[config.mk]
export PLATFORM = sky130hd
export DESIGN_NAME = tdc_hit_sequencer
export DESIGN_NICKNAME = d
export VERILOG_FILES = /design/src/rtl/tdc_hit_sequencer.sv
export SDC_FILE = /design/constraint.sdc
export NUM_CORES = 1
export LEC_CHECK = 0
export ABC_AREA = 1
export BUFFER_PORTS_ARGS = -buffer_cell sky130_fd_sc_hd__buf_4
export CORE_MARGIN = 3
export CORE_UTILIZATION = 50
export DETAILED_ROUTE_END_ITERATION = 16
export PLACE_DENSITY = 0.85
export REMOVE_ABC_BUFFERS = 1
export SYNTH_ARGS = -nofsm -noshare
export SYNTH_HDL_FRONTEND = slang
export SYNTH_SLANG_ARGS = --single-unit
[constraint.sdc]
create_clock -name clk -period 1.6 [get_ports clk]
set_input_delay 0.08 -clock clk [delete_from_list [all_inputs] [get_ports clk]]
set_output_delay 0.08 -clock clk [all_outputs]
set_load 0.02 [all_outputs]
[src/rtl/tdc_hit_sequencer.sv]
// tdc_hit_sequencer
// Sequencing controller for the multiplexer-chain TDC delay line. It gates the
// filtered hit into the chain and decodes the registered tap vector into a
// ones-count fine code. It pairs the fine code with a free-running coarse counter
// and presents the timestamp on a valid/ready handshake. After each hit it
// enforces a dead time and a line flush before re-arming.
//
// Ports:
//   clk, rst        system clock, asynchronous active-high reset
//   arm             level enable for acquisition
//   clr             synchronous clear of miss_cnt
//   hit_sync        hit synchronised to clk, used only for miss counting
//   taps_q          registered delay-line taps, bit 0 is the first tap
//   hit_en          registered gate enable for the delay-line input
//   ts_valid/ready  timestamp handshake
//   ts_coarse       coarse count at the capture cycle
//   ts_fine         number of ones in taps_q at the capture cycle
//   ts_ovf          all taps were one at capture
//   miss_cnt        saturating count of hits seen while the gate was closed
//   busy            sequencer is not idle
module tdc_hit_sequencer #(
    parameter int unsigned NMUX        = 8,
    parameter int unsigned COARSE_W    = 16,
    parameter int unsigned DEAD_CYCLES = 4,
    localparam int unsigned FINE_W     = $clog2(NMUX + 1)
) (
    input  logic                clk,
    input  logic                rst,
    input  logic                arm,
    input  logic                clr,
    input  logic                hit_sync,
    input  logic [NMUX-1:0]     taps_q,
    output logic                hit_en,
    output logic                ts_valid,
    input  logic                ts_ready,
    output logic [COARSE_W-1:0] ts_coarse,
    output logic [FINE_W-1:0]   ts_fine,
    output logic                ts_ovf,
    output logic [15:0]         miss_cnt,
    output logic                busy
);

    localparam int unsigned DEAD_W = (DEAD_CYCLES > 1) ? $clog2(DEAD_CYCLES) : 1;

    typedef enum logic [2:0] {StIdle, StArmed, StOutput, StDead, StFlush} state_e;

    state_e              state_q, state_d;
    logic                hit_en_q;
    logic [DEAD_W-1:0]   dead_q, dead_d;
    logic [COARSE_W-1:0] coarse_q;
    logic [COARSE_W-1:0] ts_coarse_q;
    logic [FINE_W-1:0]   ts_fine_q;
    logic                ts_ovf_q;
    logic [15:0]         miss_cnt_q, miss_cnt_d;
    logic                hit_sync_q;
    logic [FINE_W-1:0]   fine_cnt;
    logic                capture;
    logic                accept;
    logic                miss_inc;

    // arm has priority over a simultaneous first-tap hit
    assign capture  = (state_q == StArmed) && arm && taps_q[0];
    assign accept   = (state_q == StOutput) && ts_ready;
    assign miss_inc = hit_sync && !hit_sync_q && arm && (state_q != StArmed);

    // Ones count rather than thermometer decode so bubbles still give a sane code
    always_comb begin
        fine_cnt = '0;
        for (int unsigned i = 0; i < NMUX; i++) begin
            fine_cnt = fine_cnt + FINE_W'(taps_q[i]);
        end
    end

    // State register; hit_en is registered from the next state so it tracks ARMED exactly
    always_ff @(posedge clk or posedge rst) begin
        if (rst) begin
            state_q  <= StIdle;
            hit_en_q <= 1'b0;
            dead_q   <= '0;
        end else begin
            state_q  <= state_d;
            hit_en_q <= (state_d == StArmed);
            dead_q   <= dead_d;
        end
    end

    // Next-state logic
    always_comb begin
        state_d = state_q;
        dead_d  = dead_q;
        unique case (state_q)
            StIdle: begin
                if (arm) state_d = StArmed;
            end
            StArmed: begin
                if (!arm)         state_d = StIdle;
                else if (capture) state_d = StOutput;
            end
            StOutput: begin
                if (accept) begin
                    state_d = StDead;
                    dead_d  = DEAD_W'(DEAD_CYCLES - 1);
                end
            end
            StDead: begin
                if (dead_q == '0) state_d = StFlush;
                else              dead_d  = dead_q - DEAD_W'(1);
            end
            StFlush: begin
                if (taps_q == '0) state_d = arm ? StArmed : StIdle;
            end
            default: state_d = StIdle;
        endcase
    end

    // Outputs
    always_comb begin
        hit_en    = hit_en_q;
        ts_valid  = (state_q == StOutput);
        busy      = (state_q != StIdle);
        ts_coarse = ts_coarse_q;
        ts_fine   = ts_fine_q;
        ts_ovf    = ts_ovf_q;
        miss_cnt  = miss_cnt_q;
    end

    // Coarse counter and timestamp capture
    always_ff @(posedge clk or posedge rst) begin
        if (rst) begin
            coarse_q    <= '0;
            ts_coarse_q <= '0;
            ts_fine_q   <= '0;
            ts_ovf_q    <= 1'b0;
        end else begin
            coarse_q <= coarse_q + COARSE_W'(1);
            if (capture) begin
                ts_coarse_q <= coarse_q;
                ts_fine_q   <= fine_cnt;
                ts_ovf_q    <= &taps_q;
            end
        end
    end

    // Miss counter: clr wins, saturates at all ones
    always_comb begin
        miss_cnt_d = miss_cnt_q;
        if (clr)                                  miss_cnt_d = '0;
        else if (miss_inc && miss_cnt_q != '1)    miss_cnt_d = miss_cnt_q + 16'd1;
    end

    always_ff @(posedge clk or posedge rst) begin
        if (rst) begin
            miss_cnt_q <= '0;
            hit_sync_q <= 1'b0;
        end else begin
            miss_cnt_q <= miss_cnt_d;
            hit_sync_q <= hit_sync;
        end
    end

endmodule

**After elaboration in Yosys (flattened, before gate mapping)**

Index checks and enable logic that the tools add are counted.

- Flip-flop bits (word level): 60
- Input bits: 14
- Output and inout bits: 40
- Word-level logic and storage cells: 57

- Add/sub/neg operators: 10
- Equal/unequal tests: 9
- Multiplexer cells: 13
- Reductions and logical operators: 16

Operators with widths:

| operator | number |
|---|---|
| adder 16 x 1 -> 16 bit (second input constant) | 2 |
| 2-to-1 mux 16 bit | 2 |
| 2-to-1 mux 3 bit | 6 |
| adder 4 x 1 -> 4 bit | 4 |
| inequality test 16 bit (second input constant) | 1 |
| case mux 3 bit (5 select lines) | 1 |
| logical NOT 8 bit | 1 |
| AND reduction 8 bit | 1 |
| logical AND 1 bit | 7 |
| equality test 3 x 1 -> 1 bit (second input constant) | 2 |
| equality test 3 x 2 -> 1 bit (second input constant) | 2 |
| adder 3 x 1 -> 4 bit | 1 |
| 2-to-1 mux 2 bit | 2 |
| case mux 2 bit (2 select lines) | 1 |
| nonzero test 2 bit | 2 |
| adder 2 x 1 -> 3 bit | 1 |
| equality test 3 bit (second input constant) | 1 |
| logical NOT 3 bit | 1 |
| inequality test 3 x 1 -> 1 bit (second input constant) | 1 |
| AND reduction 3 bit | 1 |
| nonzero test 3 bit | 1 |
| adder 1 x 1 -> 2 bit | 1 |
| logical NOT 2 bit | 1 |
| inequality test 2 x 1 -> 1 bit (second input constant) | 1 |
| other kinds (4) | 4 |

**Logic depth before layout (Yosys ltp)**

Gate-level depths: netlist of run 1.

- Word-level depth: 7
- Mapped depth: 10

**Least setup slack after synthesis of run 1**

Ideal clock, no wire load.

- Kind: in2reg
- Start point: input taps_q[0]
- End point: register ts_fine_q[2], in the netlist ts_fine[2]
- Setup time: 83 ps
- Arrival time: 2406 ps
- Slack: -889 ps
- Stages: 10
- Cell sequence: fa_1 -> inv_1 -> fa_1 -> fa_1 -> inv_1 -> ha_1 -> inv_1 -> fa_1 -> xor2_1 -> o21ai_0

- Cells in the longest elaborated chain, start to end: 7
- Elaborated cells on any way between the ends: 8

RTL lines:

| item | line | RTL |
|---|---|---|
| start: declaration | 32 | `input logic [NMUX-1:0] taps_q,` |
| adder 1 x 1 -> 2 bit | 70 | `fine_cnt = fine_cnt + FINE_W'(taps_q[i]);` |
| adder 2 x 1 -> 3 bit | 70 |  |
| adder 3 x 1 -> 4 bit | 70 |  |
| adder 4 x 1 -> 4 bit (4 in a row) | 70 |  |
| end signal: assignment | 138 | `ts_fine_q <= fine_cnt;` |
| end: declaration | 52 | `logic [FINE_W-1:0] ts_fine_q;` |

Parallel ways exist; a longest one is shown, timed or not.
A chain may end at the register's enable or synchronous reset.

**Final worst setup path of run 1**

- Start point: input taps_q[0]
- End point: register ts_fine_q[1], in the netlist ts_fine[1]

Same word-level chain as after synthesis.

==> results.yml, run 1 <==
global_route:
  overflow: 0
  grt_usage: 0.215
  grt_pass1_vias: 2777
  grt_max_degree: 61
  antenna_found_initial: 0
  grt_pass1_wl_um: 12600
setup_path:
  crit_cells: 10
  cp-start-kind: "primary input"
  critPathMaxFanout: 2
  cp_top_family: "adder cells"
  end_kind: "flop"
  arrival_ps: 2570
  rr_worst_depth: 10
  worstPathCellList: "buf_8 > fa_1 > inv_1 > fa_1 > fa_2 > inv_2 > ha_4 > inv_2 > fa_2 > o21ai_2"
  critPathMaxStageDelay_ps: 550
  required_ps: 1860
  cpMaxStageDelayCell: "fa_2"
  path_class: "primary input to flop"
  cp_num_buf_inv: 4
routing:
  vias: 2820
  wirelength_um: 7610
  drt-pass1-iter-count: 5
  wire_per_inst_um: 14.0
  drt-initial-drc-count: 237
  remaining_drc_errors: 0
  ant_nets: 0
  via_per_inst: 5.19
final_layout:
  drive_gt1_frac: 0.293
  utilization: 0.725
  layout_commonest_cell: "nand2_1"
  syn_to_final_growth_pct: 35.0
  final_cell_mix: "99 x nand2_1, 80 x buf_4, 58 x dfrtp_1"
  layoutNonFillerInstCount: 543
  n_antenna_cell: 0
  num-nets-final: 492
  finish.instance_area_mm2: 0.00417
  fill_cells: 426
min_path:
  whs_path_depth: 3
  hold_class: "primary input to flop"
timing:
  clock_skew_ps: 6.76
  max_freq_ghz: 0.433
  setup_viol: 4
  fin_crit_sh: 1.44
  worst_hold_slack_ps: 24.4
  hold_viol: 0
  rsz0062_at_grt: "true"
  fin_ws_ps: -710
  slew_headroom: 0.646
  drv_slew: 0
  worst_pin_slew_ps: 530
  post-route-min-period_ps: 2310
die:
  initial_utilization: 0.537
  die-height_um: 84.6
  die_x_um: 84.6
  rows: 27
  core_mm2: 0.00574
  io_pins: 54
  die_area_mm2: 0.00715
synth:
  netlist_instances: 371
  synth_cell_types: 25
  yosys_warnings: 0
  synth.avg_cell_area_um2: 8.32
  synth_seq_cells: 60
  seq_area_frac_synth: 0.486
  syn_area_mm2: 0.00309
clock_network:
  clockBufferDepth: 2
  cts.clk_slew.worst_paths_ps: 70
  insertion_delay_ps: 330
  tritoncts: "done"
  numCtsBuffers: 9
  cts_htree_levels: 3
  clock-root-buffer: "clkbuf_8"
  tritoncts_num_sinks: 60
place:
  place.gp.congestion: 0.860
  dp_hpwl_um: 5240
  dp_cells: 519
  dp_slack_ps: -1130
  io_buffer_count: 53
  placed_area_mm2: 0.00377
run_status:
  violations: "setup timing"
  status: "finished, violations left"
pwr:
  power_density_mw_per_mm2: 1100
  peakVddDrop_v: 0.000866
  leakage_nw: 2.14
run:
  cap_violations: 0
through the flow:
| stage | setup TNS (ps) | power (mW) |
|---|---|---|
| 6_report | -2110 | 4.59 |
| 5_1_grt | -3280 | 4.85 |
| 4_1_cts | -2050 | 4.56 |
| 3_5_place_dp | -3660 | 3.01 |
| 3_3_place_gp | -3530 | 2.96 |
| 2_1_floorplan | -5700 | 2.51 |
kinds of logic after synthesis:
family,share of synthesized area
AOI/OAI and AO/OA,0.0474
buffers and inverters,0.0669
xor gates and xnor gates,0.0511
adders and majority gates,0.0584
and+or+nand+nor,0.290
DFF,0.486
power breakdown:
group          internal [mW]  leakage, nW  total, mW  switching [mW]
Combinational          0.518         1.23       1.25           0.734
Sequential              1.71        0.795       1.82           0.108
Clock                  0.912        0.113       1.52           0.609
Total                   3.14         2.14       4.59            1.45
metal layers:
layer  vias up  GRT usage  part of all wire
met5         -          0                 0
met1      1323      0.254              0.40
met2       112      0.384              0.52
met3        13     0.0402             0.056
met4         0     0.0849             0.017
li1       1372          -                 -
tightest hold or removal path: stages:
cell     delay (ps)
buf_4           110
nand3_1          60
o31ai_1          70
cell type report:
type,count,area (µm²),area share
Timing Repair Buffer,89,712,0.171
Clock inverter,5,75.1,0.0180
Tap cell,72,90.1,0.0216
Clock buffer,11,141,0.0339
Multi-Input combinational cell,260,1470,0.353
Sequential cell,60,1500,0.361
Inverter,46,173,0.0414
state kept, by name (all words and copies together) (netlist names):
| name | count |
|---|---|
| coarse_q | 16 |
| dead_q | 2 |
| hit_en | 1 |
| hit_sync_q | 1 |
| miss_cnt | 16 |
| state_q | 3 |
| ts_coarse | 16 |
| ts_fine | 4 |
| ts_ovf | 1 |
repair_timing:
action | 4_1_cts | 5_1_grt
cloned | 0 | 1
hold buffers | 2 | 0
endpoints found under the hold margin | 61 | 0
pin swaps | 3 | 29
endpoints found under the setup margin | 5 | 21
buffers inserted | 0 | 5
gates resized for setup | 12 | 25
worst paths after layout:
| kind | start | to | slack, ps |
|---|---|---|---|
| min reg2reg | coarse_q[0]$_DFF_PP0_ | coarse_q[0]$_DFF_PP0_ | 470 |
| min | taps_q[7] | ts_ovf$_DFFE_PP0P_ | 20 |
| min in group asynchronous | rst | miss_cnt[15]$_DFFE_PP0P_ | 350 |
| max in group asynchronous | rst | miss_cnt[5]$_DFFE_PP0P_ | 950 |
| max | taps_q[0] | ts_fine[1]$_DFFE_PP0P_ | -710 |
| max reg2reg | miss_cnt[1]$_DFFE_PP0P_ | miss_cnt[10]$_DFFE_PP0P_ | 10 |
synthesized netlist by cell type:
cell type,n,area share
inv_2,1,0.0012
o21ai_0,20,0.032
a21oi_1,2,0.0032
nor2_4,2,0.0073
nand2_1,112,0.14
o31ai_1,1,0.0024
nor3_1,7,0.011
nor2_8,1,0.0065
fa_1,4,0.026
ha_1,8,0.032
inv_1,45,0.055
or2_2,3,0.0061
o22ai_1,1,0.0020
nor2_1,31,0.038
nand3_1,24,0.039
xor2_1,18,0.051
buf_4,1,0.0024
o21bai_1,3,0.0073
nand4_1,17,0.034
clkbuf_1,4,0.0049
nor2_2,1,0.0020
buf_6,1,0.0036
nand2_2,1,0.0020
dfrtp_1,60,0.49
nand3b_1,3,0.0073
(Power assumes the default switching activity.)
==> inputs of run 2 (changes only) <==
BUFFER_PORTS_ARGS = -buffer_cell sky130_fd_sc_hd__buf_2   (was -buffer_cell sky130_fd_sc_hd__buf_4)
GPL_ROUTABILITY_DRIVEN = 1   (was not set)
==> run 2 against run 1 <==
The run still ends with setup timing left. Clock skew increased by 1.7 ps. Core utilization is 2.6 points lower. Setup slack lost 5.5 ps. Register-to-register slack improved by 60 ps. Cell count grew 0.55%. Sequential power is essentially flat. First-iteration DRC count shrank 35%. Die area is the same. Sequential cell count stayed put. Via count grew 0.32%. Global-route usage is 0.18 points lower.
==> results.yml, run 2 (synthesized netlist as in run 1, its figures left out) <==
run_status:
  status: "finished, violations left"
  violations: "setup timing"
timing:
  slew_headroom: 0.664
  fin_ws_ps: -716
  hold_viol: 0
  clock_skew_ps: 8.46
  rsz0062_at_grt: "true"
  post-route-min-period_ps: 2320
  setup_viol: 4
  drv_slew: 0
  fin_crit_sh: 1.45
  worst_hold_slack_ps: 30.0
  worst_pin_slew_ps: 503
  max_freq_ghz: 0.432
routing:
  drt-pass1-iter-count: 4
  drt-initial-drc-count: 154
  wirelength_um: 7380
  remaining_drc_errors: 0
  vias: 2829
  ant_nets: 0
  wire_per_inst_um: 13.5
  via_per_inst: 5.18
setup_path:
  rr_worst_depth: 10
  cpMaxStageDelayCell: "fa_1"
  cp_top_family: "adder cells"
  critPathMaxStageDelay_ps: 570
  critPathMaxFanout: 2
  worstPathCellList: "buf_8 > fa_1 > inv_2 > fa_1 > fa_1 > inv_2 > ha_4 > inv_2 > fa_2 > o21ai_2"
  arrival_ps: 2550
  end_kind: "flop"
  path_class: "primary input to flop"
  required_ps: 1830
  cp_num_buf_inv: 4
  crit_cells: 10
  cp-start-kind: "primary input"
global_route:
  grt_pass1_wl_um: 12300
  overflow: 0
  grt_usage: 0.213
  antenna_found_initial: 0
  grt_max_degree: 35
  grt_pass1_vias: 2782
clock_network:
  clock-root-buffer: "clkbuf_8"
  numCtsBuffers: 9
  tritoncts_num_sinks: 60
  tritoncts: "done"
  insertion_delay_ps: 350
  clockBufferDepth: 2
  cts_htree_levels: 3
  cts.clk_slew.worst_paths_ps: 70
final_layout:
  syn_to_final_growth_pct: 30.2
  n_antenna_cell: 0
  finish.instance_area_mm2: 0.00402
  num-nets-final: 495
  drive_gt1_frac: 0.278
  layout_commonest_cell: "nand2_1"
  final_cell_mix: "111 x nand2_1, 58 x dfrtp_1, 52 x buf_2"
  fill_cells: 448
run:
  cap_violations: 0
pwr:
  peakVddDrop_v: 0.000885
  power_density_mw_per_mm2: 1050
  leakage_nw: 2.12
  design_power_total_mw: 4.23
min_path:
  hold_class: "primary input to flop"
  whs_path_depth: 3
place:
  dp_slack_ps: -1150
  place.gp.congestion: 0.857
  io_buffer_count: 53
  placed_area_mm2: 0.00362
  dp_hpwl_um: 5190
die:
  die-height_um: 84.6
  die_x_um: 84.6
  initial_utilization: 0.537
  core_mm2: 0.00574
  die_area_mm2: 0.00715
  io_pins: 54
  rows: 27
[run 2: cell types whose count changed in the layout (fill, tap and decap cells not counted), moves of 2 or more]
cell	change
buf_2	+52
buf_4	-46
nand2_1	+12
nand2_2	-12
buf_6	-4
clkinv_2	-3
clkinvlp_4	+3
bufinv_16	-2
clkinv_4	+2
[run 2: power breakdown]
part           internal [mW]  switching, mW  leakage (nW)  total (mW)
clock                  0.613          0.660        0.0851        1.27
sequential              1.71          0.103         0.795        1.81
combinational          0.424          0.726          1.24        1.15
total                   2.74           1.49          2.12        4.23
[run 2: worst reg2reg max path: stages (launching register included)]
cell and delay [ps]:
dfrtp_1 420, ha_4 180, nand3_4 90, inv_2 90
nand2_4 60, nor2_4 100, nor2_4 60, buf_12 140
nor2_4 200, nand2_1 80, nand2_1 70
[run 2: timing repair]
action                     4_1_cts  5_1_grt
buffers inserted                 4        7
gates cloned                     1        0
setup endpoints to repair        9       22
pin swaps                        7       12
hold endpoints to repair        19        0
hold buffers                     2        0
resized for setup               10       15
[run 2: final cells by class]
class                   count  area [µm²]  area share
clock inverters             6        48.8      0.0121
flip-flops and latches     60        1500       0.374
well taps                  72        90.1      0.0224
inverters                  46         173      0.0430
repair buffers             92         602       0.150
multi-input cells         260        1460       0.364
clock buffers              10         138      0.0343
[run 2: metal layers]
layer,routed length (µm),vias up,track usage
met4,156,0,0.0705
met5,0,-,0
met2,3890,69,0.381
li1,-,1372,-
met3,346,17,0.0559
met1,2990,1371,0.248
[run 2: final timing paths]
path | from | endpoint | slack [ps]
setup / recovery | taps_q[3] | ts_fine[1]$_DFFE_PP0P_ | -720
min in group asynchronous | rst | miss_cnt[10]$_DFFE_PP0P_ | 300
max in group asynchronous | rst | ts_coarse[9]$_DFFE_PP0P_ | 770
hold / removal | taps_q[7] | ts_ovf$_DFFE_PP0P_ | 30
hold reg to reg | coarse_q[0]$_DFF_PP0_ | coarse_q[0]$_DFF_PP0_ | 470
setup reg to reg | miss_cnt[1]$_DFFE_PP0P_ | miss_cnt[2]$_DFFE_PP0P_ | 70
[run 2: metrics by stage]
| stage | util | cells | TNS [ps] |
|---|---|---|---|
| 2_1_floorplan | - | 365 | -5700 |
| 3_3_place_gp | 0.630 | 516 | -3520 |
| 3_5_place_dp | 0.630 | 516 | -3750 |
| 4_1_cts | 0.679 | 539 | -2310 |
| 5_1_grt | 0.700 | 546 | -2490 |
| 6_report | 0.700 | 546 | -2350 |
==> inputs of run 3 (changes only) <==
ABC_AREA = 0   (was 1)
PLACE_DENSITY = 0.86   (was 0.85)
==> run 3 against run 2 <==
The run still ends with setup timing left. Synthesized cell count shrank 27%. Combinational power increased by 20%. First-iteration DRC count rose by 9.1%. Die area fell by 2.4%. Total power rose by 15%. Sequential share of layout area fell by 3.7 points. Non-clock buffer count increased by 31. Maximum frequency down 0.70%. Area after synthesis fell by 2.6%. Setup slack got worse by 16 ps. Critical path type unchanged. Critical endpoint unchanged. Largest cell class is now multi-input combinational cells. Highest routed layer unchanged.
==> results.yml, run 3 <==
timing:
  worst_pin_slew_ps: 490
  post-route-min-period_ps: 2330
  clock_skew_ps: 10.9
  setup_viol: 17
  fin_ws_ps: -732
  rsz0062_at_grt: "true"
  drv_slew: 0
  worst_hold_slack_ps: 67.1
  max_freq_ghz: 0.429
  fin_crit_sh: 1.46
  hold_viol: 0
  slew_headroom: 0.673
setup_path:
  timing.rr.end: "miss_cnt[11]$_DFFE_PP0P_"
  cp_num_buf_inv: 4
  r2r_slack_ps: -170
  arrival_ps: 2590
  worstPathCellList: "buf_6 > fa_1 > inv_1 > fa_1 > fa_1 > inv_2 > ha_4 > inv_2 > fa_2 > o21ai_1"
  path_class: "primary input to flop"
  cpMaxStageDelayCell: "fa_1"
  critPathMaxFanout: 2
  end_kind: "flop"
  cp_common_cell: "fa_1"
  crit_start: "taps_q[0]"
  cp_top_family: "adder cells"
  critPathMaxStageDelay_ps: 530
  reg2reg_from: "miss_cnt[0]$_DFFE_PP0P_"
  crit_cells: 10
  required_ps: 1850
  cp-start-kind: "primary input"
  critical_path.endpoint: "ts_fine[1]$_DFFE_PP0P_"
  rr_worst_depth: 5
synth:
  synth_seq_cells: 60
  netlist_instances: 272
  yosys-top-cells-count: "60 x dfrtp_1, 20 x inv_1, 20 x mux2_2, 17 x nand2_1, 16 x a21oi_1"
  synth_cell_types: 42
  syn_area_mm2: 0.00301
  async_reset_ff_frac: 1.00
  yosysMostFrequentCell: "dfrtp_1"
  synth_flop_cell: "dfrtp_1"
  synth.largest_area_cell: "dfrtp_1"
  seq_area_frac_synth: 0.499
  yosys_warnings: 0
  ys_top_cells_by_area: "dfrtp_1 50%, mux2_2 7.5%, xnor2_1 3.5%, ha_1 3.3%, a21oi_1 2.7%"
  synth.avg_cell_area_um2: 11.1
  synth-edff-count: 0
  synth_top_area_share: 0.499
die:
  die_area_mm2: 0.00698
  core_mm2: 0.00568
  die-height_um: 83.6
  die_x_um: 83.6
  io_pins: 54
  rows: 27
  initial_utilization: 0.530
final_layout:
  final_cell_mix: "56 x dfrtp_1, 53 x buf_2, 48 x buf_4"
  n_antenna_cell: 0
  num-nets-final: 422
  syn_to_final_growth_pct: 48.5
  drive_gt1_frac: 0.519
  layout_commonest_cell: "dfrtp_1"
  fill_cells: 348
global_route:
  grt_usage: 0.245
  grt_max_degree: 39
  grt_pass1_wl_um: 13600
  overflow: 0
  grt_pass1_vias: 2840
  antenna_found_initial: 0
routing:
  wirelength_um: 8750
  ant_nets: 0
  vias: 2710
  remaining_drc_errors: 0
  wire_per_inst_um: 18.5
  drt-initial-drc-count: 168
  drt-pass1-iter-count: 4
  via_per_inst: 5.73
place:
  dp_hpwl_um: 4960
  place.gp.congestion: 0.852
  io_buffer_count: 53
  dp_slack_ps: -1170
min_path:
  hold_class: "primary input to flop"
  whs_path_depth: 3
clock_network:
  tritoncts: "done"
  insertion_delay_ps: 350
  numCtsBuffers: 9
  clockBufferDepth: 2
  tritoncts_num_sinks: 60
  cts_htree_levels: 3
  clock-root-buffer: "clkbuf_8"
  cts.clk_slew.worst_paths_ps: 70
pwr:
  switching_power_mw: 1.55
  sw_frac_of_total: 0.318
  seqPwrFrac: 0.376
  combPwrFrac: 0.282
  peakVddDrop_v: 0.000650
  leakage_nw: 2.17
  p_int_mw: 3.33
  design_power_total_mw: 4.88
  clkPwrFrac: 0.342
  power_density_mw_per_mm2: 1090
run_status:
  status: "finished, violations left"
  violations: "setup timing"
run:
  cap_violations: 0
==> run 3: changes by cell type in the layout (fill, tap and decap cells not counted), moves of 8 or more <==
cell,change
buf_6,+16
a21oi_2,+8
nand2_1,-95
nand3_1,-10
xor2_1,-15
mux2_2,+17
xnor2_1,+12
nor2_1,-19
nand4_1,-10
inv_1,-24
buf_4,+14
o21ai_0,-16
==> run 3: metal layers <==
metal  global-route usage  part of all wire  vias up
met4                0.102             0.022        0
met1                0.279              0.40     1365
met2                0.439              0.53       93
li1                     -                 -     1234
met5                    0                 0        -
met3               0.0582             0.046       18
==> run 3: repair_timing <==
action                                  4_1_cts  5_1_grt
gates cloned                                  1        0
endpoints found under the setup margin       19       20
setup buffers                                 4       14
hold buffers                                  2        0
resized for setup                            41       41
pin swaps                                    19       12
hold endpoints to repair                     61        0
==> run 3: worst min-delay path by stage <==
stage / from / end / slack [ps]
6_report: taps_q[2] / ts_ovf$_DFFE_PP0P_ / 70
4_1_cts: taps_q[2] / ts_ovf$_DFFE_PP0P_ / 40
3_5_place_dp: rst / ts_coarse[9]$_DFFE_PP0P_ / 130
3_3_place_gp: rst / ts_coarse[7]$_DFFE_PP0P_ / 120
5_1_grt: taps_q[2] / ts_ovf$_DFFE_PP0P_ / 60
2_1_floorplan: hit_sync / hit_sync_q$_DFF_PP0_ / 110
==> run 3: layout make-up <==
| type | instances | area [µm²] | area share |
|---|---|---|---|
| multi-input combinational | 182 | 1660 | 0.371 |
| clock inverter | 6 | 111 | 0.0249 |
| timing repair buffer | 123 | 897 | 0.201 |
| tap | 72 | 90.1 | 0.0202 |
| sequential | 60 | 1510 | 0.337 |
| clock buffer | 10 | 128 | 0.0286 |
| inverter | 20 | 75.1 | 0.0168 |
==> run 3: power by group through the flow <==
stage	sequential [mW]	clock (mW)	combinational [mW]
after floorplan	2.05	0	0.553
after global placement	1.83	0	1.19
after detailed placement	1.84	0	1.25
after CTS	1.82	1.68	1.32
after global routing	1.85	1.78	1.50
final	1.83	1.67	1.38
==> run 3: worst register-to-register path: stages, from the launching register on <==
cell	delay [ps]
dfrtp_1	410
buf_6	140
nand4_1	150
a2111oi_4	360
or4b_4	520
a21oi_2	120
==> run 3: logic make-up (layout without fill, tap and decap cells) <==
group                    after synthesis  after routing  share of synthesized area
adder cells (fa/ha/maj)               12             12                     0.0599
XOR/XNOR                              15             15                     0.0437
flip-flops                            60             60                      0.499
multiplexers                          21             21                     0.0782
AND/OR/NAND/NOR                       91             91                      0.181
buffers and inverters                 30            159                     0.0387
AO/OA/AOI/OAI                         43             43                     0.0990
==> run 3: metrics by stage <==
stage	setup TNS (ps)	std cells	util	area, µm²
after global placement	-5430	436	0.657	3730
after detailed placement	-6070	436	0.657	3730
after floorplan	-8270	262	-	2970
after CTS	-2830	459	0.738	4190
final	-3490	473	0.787	4470
after global routing	-4230	473	0.787	4470
